===== config.mk =====
export PLATFORM = sky130hd
export DESIGN_NAME = noc_resp_scheduler
export DESIGN_NICKNAME = d
export VERILOG_FILES = /design/src/rtl/noc_resp_scheduler.sv
export SDC_FILE = /design/constraint.sdc
export NUM_CORES = 1
export LEC_CHECK = 0
export BUFFER_PORTS_ARGS = -buffer_cell sky130_fd_sc_hd__clkbuf_2
export CAP_MARGIN = 20
export CORE_MARGIN = 3
export CORE_UTILIZATION = 40
export DETAILED_ROUTE_END_ITERATION = 6
export GPL_TIMING_DRIVEN = 0
export PLACE_DENSITY_LB_ADDON = 0.25
export SLEW_MARGIN = 0
export SYNTH_ARGS = -nofsm -noshare
export SYNTH_HDL_FRONTEND = slang
export SYNTH_SLANG_ARGS = --single-unit

===== constraint.sdc =====
create_clock -name clk -period 6.43 [get_ports clk]
set_clock_uncertainty 0.15 [all_clocks]
set_input_delay 0.9645 -clock clk [delete_from_list [all_inputs] [get_ports clk]]
set_output_delay 0.9645 -clock clk [all_outputs]
set_load 0.03 [all_outputs]

===== src/rtl/noc_resp_scheduler.sv =====
// Response scheduler for the NoC command port: round-robin arbitration between
// read and write completions, serialized onto the 9-bit {ALE_WRITE, CMD_WRITE} link.
module noc_resp_scheduler #(
    parameter int         DATA_BYTES = 4,
    parameter logic [4:0] IDLE_FILL  = 5'h00
) (
    input  logic                    clk,
    input  logic                    rst,
    input  logic                    tx_hold,
    input  logic                    rd_valid,
    output logic                    rd_ready,
    input  logic [7:0]              rd_id,
    input  logic                    rd_err,
    input  logic [2:0]              rd_err_code,
    input  logic [DATA_BYTES*8-1:0] rd_data,
    input  logic                    wr_valid,
    output logic                    wr_ready,
    input  logic [7:0]              wr_id,
    input  logic                    wr_err,
    input  logic [2:0]              wr_err_code,
    output logic [7:0]              CMD_WRITE,
    output logic                    ALE_WRITE,
    output logic                    busy,
    output logic [15:0]             rd_pkt_cnt,
    output logic [15:0]             wr_pkt_cnt
);

    typedef enum logic [1:0] {
        S_IDLE,
        S_HDR,
        S_ID,
        S_DATA
    } state_t;

    localparam logic [8:0] IDLE_WORD = {1'b1, 3'b000, IDLE_FILL};
    localparam logic [2:0] LAST_BYTE = 3'(DATA_BYTES - 1);

    state_t                    state_q, state_d;
    logic [8:0]                word_q, word_d;
    logic [2:0]                cnt_q, cnt_d;
    logic                      is_rd_q, is_rd_d;
    logic                      last_wr_q, last_wr_d;
    logic [7:0]                id_q, id_d;
    logic [DATA_BYTES*8-1:0]   data_q, data_d;
    logic [15:0]               rd_pkt_cnt_q, rd_pkt_cnt_d;
    logic [15:0]               wr_pkt_cnt_q, wr_pkt_cnt_d;
    logic                      final_word;
    logic                      window;
    logic                      grant_rd;
    logic                      grant_wr;

    function automatic logic [7:0] pick_byte(input logic [DATA_BYTES*8-1:0] data,
                                             input logic [2:0] idx);
        logic [DATA_BYTES*8-1:0] sh;
        sh = data >> {idx, 3'b000};
        return sh[7:0];
    endfunction

    // The final word of a packet doubles as a grant slot so packets can abut.
    always_comb begin
        final_word = ((state_q == S_ID) && !is_rd_q) || ((state_q == S_DATA) && (cnt_q == 3'd0));
        window     = !rst && !tx_hold && ((state_q == S_IDLE) || final_word);
        grant_rd   = window && rd_valid && (!wr_valid || last_wr_q);
        grant_wr   = window && wr_valid && !grant_rd;
    end

    always_comb begin
        state_d      = state_q;
        word_d       = IDLE_WORD;
        cnt_d        = cnt_q;
        is_rd_d      = is_rd_q;
        last_wr_d    = last_wr_q;
        id_d         = id_q;
        data_d       = data_q;
        rd_pkt_cnt_d = rd_pkt_cnt_q;
        wr_pkt_cnt_d = wr_pkt_cnt_q;
        if (grant_rd) begin
            state_d      = S_HDR;
            word_d       = {1'b1, 3'b010, 1'b0, rd_err, rd_err_code};
            is_rd_d      = 1'b1;
            last_wr_d    = 1'b0;
            id_d         = rd_id;
            data_d       = rd_data;
            rd_pkt_cnt_d = rd_pkt_cnt_q + 16'd1;
        end else if (grant_wr) begin
            state_d      = S_HDR;
            word_d       = {1'b1, 3'b100, 1'b0, wr_err, wr_err_code};
            is_rd_d      = 1'b0;
            last_wr_d    = 1'b1;
            id_d         = wr_id;
            wr_pkt_cnt_d = wr_pkt_cnt_q + 16'd1;
        end else begin
            case (state_q)
                S_HDR: begin
                    state_d = S_ID;
                    word_d  = {1'b0, id_q};
                end
                S_ID: begin
                    if (is_rd_q) begin
                        state_d = S_DATA;
                        cnt_d   = LAST_BYTE;
                        word_d  = {1'b0, pick_byte(data_q, LAST_BYTE)};
                    end else begin
                        state_d = S_IDLE;
                    end
                end
                S_DATA: begin
                    if (cnt_q == 3'd0) begin
                        state_d = S_IDLE;
                    end else begin
                        cnt_d  = cnt_q - 3'd1;
                        word_d = {1'b0, pick_byte(data_q, cnt_q - 3'd1)};
                    end
                end
                default: state_d = S_IDLE;
            endcase
        end
    end

    always_ff @(posedge clk) begin
        if (rst) begin
            state_q      <= S_IDLE;
            word_q       <= IDLE_WORD;
            cnt_q        <= 3'd0;
            is_rd_q      <= 1'b0;
            last_wr_q    <= 1'b1;
            id_q         <= 8'd0;
            data_q       <= '0;
            rd_pkt_cnt_q <= 16'd0;
            wr_pkt_cnt_q <= 16'd0;
        end else begin
            state_q      <= state_d;
            word_q       <= word_d;
            cnt_q        <= cnt_d;
            is_rd_q      <= is_rd_d;
            last_wr_q    <= last_wr_d;
            id_q         <= id_d;
            data_q       <= data_d;
            rd_pkt_cnt_q <= rd_pkt_cnt_d;
            wr_pkt_cnt_q <= wr_pkt_cnt_d;
        end
    end

    assign rd_ready               = grant_rd;
    assign wr_ready               = grant_wr;
    assign {ALE_WRITE, CMD_WRITE} = word_q;
    assign busy                   = (state_q != S_IDLE);
    assign rd_pkt_cnt             = rd_pkt_cnt_q;
    assign wr_pkt_cnt             = wr_pkt_cnt_q;

endmodule


==> run summary, run 1 <==
Most frequent cells in the layout - clkbuf_2 (102), dfxtp_1 (88), a21oi_1 (54)
Antenna viol nets, final - 0
Cts repair resizes - 0
First-pass DRT Iterations - 4
Ys flop type - dfxtp_1
Max FO, Critical Path - 10
Detailed placement HPWL - 8.99 mm
Worst-Margin Slew - 802 ps
Post-route clock period utilization - 60.1%
Top Usage Layer GRT - met2
Switching share of power - 27.6%
Initial antenna violation count - 0
Port bufs - 102
CTS root buffer - clkbuf_8
Unrepaired setup endpoints after global routing - no
Final worst slack - 2570 ps
PD cells - 211 nW/um^2
Worst path bufs/invs - 5
Post-CTS Setup Bufs - 0
R2r startpoint - cnt_q[0]$_SDFFE_PP0P_
Final hold violation count - 0
Syn nets - 552
Max H-tree Level - 3
Total Wirelength - 12.1 mm
Slowest-stage cell, CP - buf_1
Critical Path Sink Type - primary output
Post-synth EDFFs - 0
Status - finished clean
TritonCTS Sinks - 88
GPL Wtd Cong - 0.892
Layout cells sized above 1 - 24.8%
Die area - 11,900 um^2
# IOs - 105
Seq/Total Area, Yosys - 41.6%
Initial DRC Count - 264
Gate power share - 10.4%
Area grow syn2layout - 20.6%
Die width - 109 um
Fmax - 259 MHz
First-pass GRT wire length - 19.6 mm
Chip height - 109 um
Slowest stage delay, CP - 520 ps
Syn Std Cell Area - 4240 um^2
Fillers - 980
R2r setup slk - 3190 ps
Drt wl/cell - 16.5 um
Core Area - 10,000 um^2
Worst slew margin - 46.2%
Synthesized flop and latch total - 88
Most common cell after layout, fill and taps aside - clkbuf_2
Most Frequent Cell on Critical Path - inv_1
CTS Buf Count - 9
CTS tree - yes
Post-synthesis async set-or-reset flop share - 0%
Total Neg Setup Slack - 0 ps
Vias in the first global route - 4,052
Final setup fails - 0
Critical-path cell list - buf_1, inv_1, ha_1, nand3b_1, a311o_1, inv_1, buf_2, clkbuf_2
Max-Cap Viols - 0
DRC Markers - 0
R2r worst-path depth - 9
Overall Global Routing Usage - 20.8%
Vias - 4,171
Starting Density - 42.2%
YS warnings - 0
Netlist cell types - 52
Mean Syn Cell Area - 8.79 um^2
CTS max path bufs - 2
Crit path kind - register to primary output
Cts hold-fix bufs - 0
Vias per cell - 5.69
Grt met2 use - 32.9%
Final worst path period need - 3860 ps
# diodes - 0
Cell row count - 36
Hold depth - 2
Largest net degree at the start of global routing - 16
Leak Pwr - 1.94 nW
Worst r2r dst - data_q[27]$_SDFFE_PP0N_
Net Switching - 0.000298 W
Crit path max-delay family - buffers and inverters
Design internal power - 0.000782 W
Min-delay src - data_q[21]$_SDFFE_PP0N_
Worst Hold Class - register to register
Worst slack, placed - 2820 ps
Hold worst-path end - data_q[21]$_SDFFE_PP0N_
Max-slew violation count - 0
Synth Instances - 482
Skew-Pair Late Insertion Delay - 370 ps
Met3 Track Usage GR - 3.43%
Overflow after GRT - 0
Maximum vdd drop - 0.0923 mV
Critical Path AT - 2750 ps
GR Util met1 - 28.6%
Reg clk slew, reported paths - 100 ps
Sequential Power Share - 52.7%
Critical Path RT - 5320 ps
Startpoint types - register
Nets - 665
Clock power frac - 36.9%
-- sequential cells by signal, indices dropped and copies added, names as in the netlist --
name	count
data_q	32
word_q	9
last_wr_q	1
id_q	8
state_q	2
cnt_q	3
wr_pkt_cnt	16
is_rd_q	1
rd_pkt_cnt	16
-- metal layers --
metal / share of wire, % / wire [um]
met2: 47 / 5640
met3: 5.8 / 701
met5: 0 / 0
met1: 46 / 5560
met4: 1.8 / 214
-- stage by stage --
step | hold WS [ps] | std cells | util [%] | cell area (um^2) | power, W
2_1_floorplan | 285 | 482 | - | 4240 | 0.000645
3_5_place_dp | 316 | 717 | 48.9 | 4920 | 0.000693
4_1_cts | 333 | 733 | 50.9 | 5110 | 0.00108
3_3_place_gp | 311 | 717 | 48.9 | 4920 | 0.000690
5_1_grt | 358 | 733 | 50.9 | 5110 | 0.00111
6_report | 331 | 733 | 50.9 | 5110 | 0.00108
-- how the worst max path moves through the flow --
stage / startpoint / end / depth (start not counted)
global route: cnt_q[0]$_SDFFE_PP0P_ / wr_ready / 8
detailed placement: rst / wr_ready / 6
global placement: rst / wr_ready / 6
CTS: cnt_q[0]$_SDFFE_PP0P_ / wr_ready / 8
finish: cnt_q[0]$_SDFFE_PP0P_ / wr_ready / 8
floorplan: rst / wr_ready / 5
-- worst register-to-register path, stage by stage (launching register included) --
cell and delay (ps):
dfxtp_1 360, buf_1 520, inv_1 150, ha_1 280, and3b_1 220, o31ai_2 440
buf_2 310, clkbuf_1 410, o21ai_0 190, a21oi_1 170
-- kinds of logic (layout without fill, tap and decap cells) --
kind of cell | Yosys count | count (layout) | share of synthesized area [%]
AND/OR/NAND/NOR | 159 | 159 | 20.6
AO/OA/AOI/OAI | 148 | 148 | 21.8
flip-flops | 88 | 88 | 41.6
buffers and inverters | 54 | 172 | 5.05
multiplexers | 23 | 23 | 8.09
adder cells (fa/ha/maj) | 9 | 9 | 2.66
XOR/XNOR | 1 | 1 | 0.207
-- Yosys cell counts (2+ instances only) --
master    count  share of area (%)
dfxtp_1      88                 42
a21oi_1      54                6.4
nand3_1      49                5.8
o21ai_0      42                5.0
clkbuf_1     28                2.5
nor2_1       19                1.7
nand2_1      18                1.6
inv_1        16                1.4
and2_1       12                1.8
or4_1        11                1.9
nor4_1       10                1.5
ha_1          9                2.7
mux2_2        9                2.4
nor2b_1       9                1.3
o31ai_1       9                1.6
mux4_2        8                4.3
a221o_1       7                1.7
a222oi_1      7                1.7
buf_2         6               0.71
or3_1         6               0.89
mux2i_1       5                1.2
nand4_1       5               0.74
o211ai_1      5               0.89
or2_2         5               0.74
and4_1        4               0.83
a311oi_1      3               0.62
a31oi_1       3               0.44
nand2b_1      3               0.44
o21a_1        3               0.53
o311ai_0      3               0.62
o41ai_1       3               0.62
and3_1        2               0.30
buf_1         2               0.18
-- power by group through the flow --
stage               logic [W]  registers (W)  clock network, W
floorplan           0.0000623       0.000583                 0
global placement     0.000109       0.000581                 0
detailed placement   0.000112       0.000582                 0
CTS                  0.000113       0.000569          0.000402
global route         0.000125       0.000571          0.000417
finish               0.000112       0.000569          0.000399
-- area by class of cell --
cell class / count / area [um^2] / area share [%]
repair buffers: 102 / 510 / 9.99
flip-flops and latches: 88 / 1760 / 34.5
plain buffers: 37 / 150 / 2.94
inverters: 17 / 63.8 / 1.25
clock inverters: 6 / 67.6 / 1.32
clock buffers: 10 / 128 / 2.50
multi-input cells: 340 / 2260 / 44.3
well taps: 133 / 166 / 3.26
Power figures use the tool's default switching activity.
==> run 2, diff against run 1 <==
- clock period: 6.43 -> 3.6 ns (I/O delays scaled with it)
==> run summary, run 2 (same netlist as run 1, synthesis figures left out) <==
Status - finished clean
Final worst path period need - 3270 ps
Area occupied by multi-input gates - 2260 um^2
Total Wirelength - 12.1 mm
Crit path max-delay family - buffers and inverters
Max-Cap Viols - 0
Detailed placement HPWL - 8.99 mm
Most common cell after layout, fill and taps aside - clkbuf_2
Initial DRC Count - 285
Cell area after layout - 5110 um^2
Reg with most FFs - data_q
Leak Pwr - 1.95 nW
WL met1 - 5.61 mm
Fillers - 982
CTS max path bufs - 2
Max-slew violation count - 0
Drt wl/cell - 16.5 um
Final worst slack - 332 ps
Met3 wire length - 641 um
Critical Path RT - 2910 ps
Overflow after GRT - 0
Most frequent cells in the layout - clkbuf_2 (103), dfxtp_1 (88), a21oi_1 (54)
Worst path bufs/invs - 5
Fin cells - 733
# diodes - 0
Crit path kind - register to primary output
TritonCTS Sinks - 88
Antenna viol nets, final - 0
Vias - 4,178
PD cells - 376 nW/um^2
Maximum vdd drop - 0.164 mV
Slowest-stage cell, CP - a311o_1
Starting Density - 42.2%
First-pass GRT wire length - 19.6 mm
Final hold violation count - 0
Overall Global Routing Usage - 20.8%
Worst-Margin Slew - 803 ps
GPL Wtd Cong - 0.892
Sequential Power Share - 52.9%
Cts hold-fix bufs - 0
Switching share of power - 27.3%
CTS root buffer - clkbuf_8
Post-DP Area - 4920 um^2
Die area - 11,900 um^2
Chip height - 109 um
Port bufs - 102
Critical-path cell list - clkbuf_2, inv_1, ha_1, nand3b_1, a311o_1, inv_1, buf_2, clkbuf_2
Skew-Pair Late Insertion Delay - 360 ps
Slowest stage delay, CP - 450 ps
Vias per cell - 5.70
Gate power share - 10.4%
Fmax - 306 MHz
Sequential Area - 1760 um^2
Nets - 665
Critical Path AT - 2580 ps
Vias in the first global route - 4,052
Critical Path Sink Type - primary output
Placed Cells - 717
Max H-tree Level - 3
Highest routed layer - met4
Die width - 109 um
# IOs - 105
Startpoint types - register
Max FO, Critical Path - 10
Final setup fails - 0
Max reg flops - 32
Layout cells sized above 1 - 25.0%
Met2 routed WL - 5.60 mm
Post-route clock period utilization - 90.8%
DRC Markers - 0
Net Switching - 0.000525 W
Worst slew margin - 46.1%
Initial antenna violation count - 0
Clock power frac - 36.7%
Worst slack, placed - 383 ps
Unrepaired setup endpoints after global routing - no
Design internal power - 0.00140 W
Cell row count - 36
CTS tree - yes
First-pass DRT Iterations - 6
Core Area - 10,000 um^2
Largest net degree at the start of global routing - 16
Reg clk slew, reported paths - 90 ps
Worst Hold Class - input port to register
Area grow syn2layout - 20.6%
CTS Buf Count - 9
Total Neg Setup Slack - 0 ps
-- run 2: power by group through the flow --
stage	Clock, W	Combinational (W)	Sequential (W)
floorplan	0	0.000111	0.00104
global placement	0	0.000195	0.00104
detailed placement	0	0.000199	0.00104
CTS	0.000717	0.000201	0.00102
global route	0.000745	0.000223	0.00102
finish	0.000705	0.000201	0.00102
-- run 2: layout make-up --
type / instances / area share (%)
multi-input cells: 340 / 44.3
well taps: 133 / 3.26
flip-flops and latches: 88 / 34.5
clock buffers: 10 / 2.50
repair buffers: 102 / 9.99
clock inverters: 6 / 1.32
inverters: 17 / 1.25
plain buffers: 37 / 2.96
-- run 2: worst reg2reg max path: stages, from the launching register on --
cell and delay, ps:
dfxtp_1 360, clkbuf_2 310, inv_1 110, ha_1 250
and3b_1 220, o31ai_2 450, buf_2 320, clkbuf_1 400
o21ai_0 180, a21oi_1 170
-- run 2: per-layer routing --
layer	track usage, %	up-vias
li1	-	2031
met1	28.6	2004
met2	32.9	122
met3	3.43	21
met4	7.57	0
met5	0	-
-- run 2: repair_timing --
item	CTS	global route
resized for setup	0	1
buffers inserted	0	0
setup endpoints to repair	0	6
-- run 2: final timing paths --
check / cells after the start / start / slack (ps) / end
worst min register to register: 2 / data_q[21]$_SDFFE_PP0N_ / 330 / data_q[21]$_SDFFE_PP0N_
worst max register to register: 9 / cnt_q[0]$_SDFFE_PP0P_ / 610 / data_q[27]$_SDFFE_PP0N_
worst max-delay path: 8 / cnt_q[0]$_SDFFE_PP0P_ / 330 / wr_ready
worst min-delay path: 3 / wr_err_code[0] / 240 / word_q[0]$_SDFF_PP0_
-- run 2: metrics by stage --
stage / util (%) / hold slack, ps / total power, W
floorplan: - / 285 / 0.00115
global placement: 48.9 / 311 / 0.00123
detailed placement: 48.9 / 316 / 0.00124
CTS: 50.9 / 231 / 0.00193
global route: 50.9 / 251 / 0.00199
finish: 50.9 / 242 / 0.00192
==> run 3, diff against run 2 <==
- PLACE_DENSITY_LB_ADDON: 0.25 -> not set
==> run summary, run 3 (same netlist as run 1, synthesis figures left out) <==
Core Area - 10,000 um^2
First-pass GRT wire length - 19.2 mm
DRC Markers - 0
R2r startpoint - cnt_q[0]$_SDFFE_PP0P_
Min-delay src - wr_err_code[0]
Port bufs - 102
Final worst path period need - 3320 ps
Vias - 4,141
Most common cell after layout, fill and taps aside - clkbuf_2
GR Util met1 - 28.5%
CTS max path bufs - 2
Critical Path Sink Type - primary output
Crit path kind - register to primary output
Slowest stage delay, CP - 540 ps
Cell row count - 36
CTS Buf Count - 9
GPL Wtd Cong - 0.875
Final hold violation count - 0
Maximum vdd drop - 0.210 mV
Vias in the first global route - 3,830
Chip height - 109 um
Cts hold-fix bufs - 0
Placed Cells - 717
Fmax - 301 MHz
Vias per cell - 5.65
Most frequent cells in the layout - clkbuf_2 (103), dfxtp_1 (88), a21oi_1 (54)
Worst-Margin Slew - 748 ps
Fin cells - 733
Critical Path RT - 2910 ps
Worst Hold Class - input port to register
Detailed placement HPWL - 8.78 mm
R2r setup slk - 620 ps
Max-Cap Viols - 0
PD cells - 386 nW/um^2
Largest net degree at the start of global routing - 16
Slowest-stage cell, CP - a31oi_1
Initial DRC Count - 293
Cts repair resizes - 0
# diodes - 0
Reg clk slew, reported paths - 90 ps
Post-route clock period utilization - 92.2%
Reg with most FFs - data_q
Area grow syn2layout - 21.2%
Hold worst-path end - word_q[0]$_SDFF_PP0_
Die area - 11,900 um^2
Crit path max-delay family - buffers and inverters
Antenna viol nets, final - 0
Worst r2r dst - data_q[28]$_SDFFE_PP0N_
Max reg flops - 32
R2r worst-path depth - 9
Max-slew violation count - 0
Drt wl/cell - 16.1 um
Overflow after GRT - 0
Nets - 665
CTS root buffer - clkbuf_8
CTS tree - yes
Die width - 109 um
Hold depth - 3
Total Wirelength - 11.8 mm
Starting Density - 42.2%
First-pass DRT Iterations - 5
Critical-path cell list - clkbuf_2, inv_1, ha_1, nand3b_1, a31oi_1, nand2_1, clkinv_1, clkbuf_2
TritonCTS Sinks - 88
Overall Global Routing Usage - 20.5%
Initial antenna violation count - 0
Post-CTS Setup Bufs - 0
Max H-tree Level - 3
Critical Path AT - 2630 ps
Worst slew margin - 49.8%
Unrepaired setup endpoints after global routing - no
Startpoint types - register
Top Usage Layer GRT - met2
# IOs - 105
Max FO, Critical Path - 10
Leak Pwr - 1.96 nW
Grt met2 use - 32.0%
Fin util - 51.1%
Most Frequent Cell on Critical Path - clkbuf_2
Status - finished clean
Skew-Pair Late Insertion Delay - 360 ps
Worst path bufs/invs - 4
Final setup fails - 0
Total Neg Setup Slack - 0 ps
Met3 Track Usage GR - 5.68%
Layout cells sized above 1 - 25.0%
==> run 3: cell count changes in the layout (fill, tap and decap cells not counted), sizes merged <==
| cell | before | now |
|---|---|---|
| clkinv | 2 | 3 |
| inv | 18 | 17 |
| bufinv | 1 | 2 |
| clkinvlp | 2 | 1 |
==> run 3: where the power goes <==
group | total [W] | switching [W] | leakage [nW] | internal [W]
Clock | 0.000768 | 0.000371 | 0.108 | 0.000396
Sequential | 0.00102 | 0.0000184 | 0.713 | 0.000999
Combinational | 0.000199 | 0.000126 | 1.14 | 0.0000726
==> run 3: area by class of cell <==
| class | count | area [um^2] |
|---|---|---|
| Sequential cell | 88 | 1760 |
| Clock inverter | 6 | 92.6 |
| Clock buffer | 10 | 128 |
| Timing Repair Buffer | 102 | 510 |
| Buffer | 37 | 151 |
| Fill cell | 1008 | 4910 |
| Multi-Input combinational cell | 340 | 2260 |
| Inverter | 17 | 63.8 |
| Tap cell | 133 | 166 |
==> run 3: worst min-delay path, delay by kind of cell <==
kind                   cells  cell delay (ps)
buffers and inverters      1               80
AOI/OAI and AO/OA          1               60
and+or+nand+nor            1               40
==> run 3: worst max path at each step <==
stage                                from                      end  slack (ps)  depth (start not counted)
finish              cnt_q[0]$_SDFFE_PP0P_                 rd_ready         280                          8
global route        cnt_q[0]$_SDFFE_PP0P_                 wr_ready         120                          8
CTS                 cnt_q[0]$_SDFFE_PP0P_                 wr_ready         110                          8
detailed placement  cnt_q[0]$_SDFFE_PP0P_  data_q[28]$_SDFFE_PP0N_         390                          9
global placement    cnt_q[0]$_SDFFE_PP0P_  data_q[30]$_SDFFE_PP0N_         430                          9
floorplan           cnt_q[0]$_SDFFE_PP0P_     word_q[7]$_SDFF_PP0_         960                          8
==> run 3: routing by layer <==
layer	share of wire, %	wire length [um]	up-vias
met5	0	0	-
met4	1.2	136	0
met3	7.0	828	13
met2	45	5310	134
met1	47	5500	1959
li1	-	-	2035
==> run 3: metrics by stage <==
stage,hold WS (ps),cell area [um^2],worst slack (ps),power [W]
3_5_place_dp,316,4920,386,0.00124
2_1_floorplan,285,4240,961,0.00115
5_1_grt,246,5140,118,0.00206
6_report,245,5140,281,0.00198
4_1_cts,237,5140,108,0.00200
3_3_place_gp,312,4920,431,0.00123
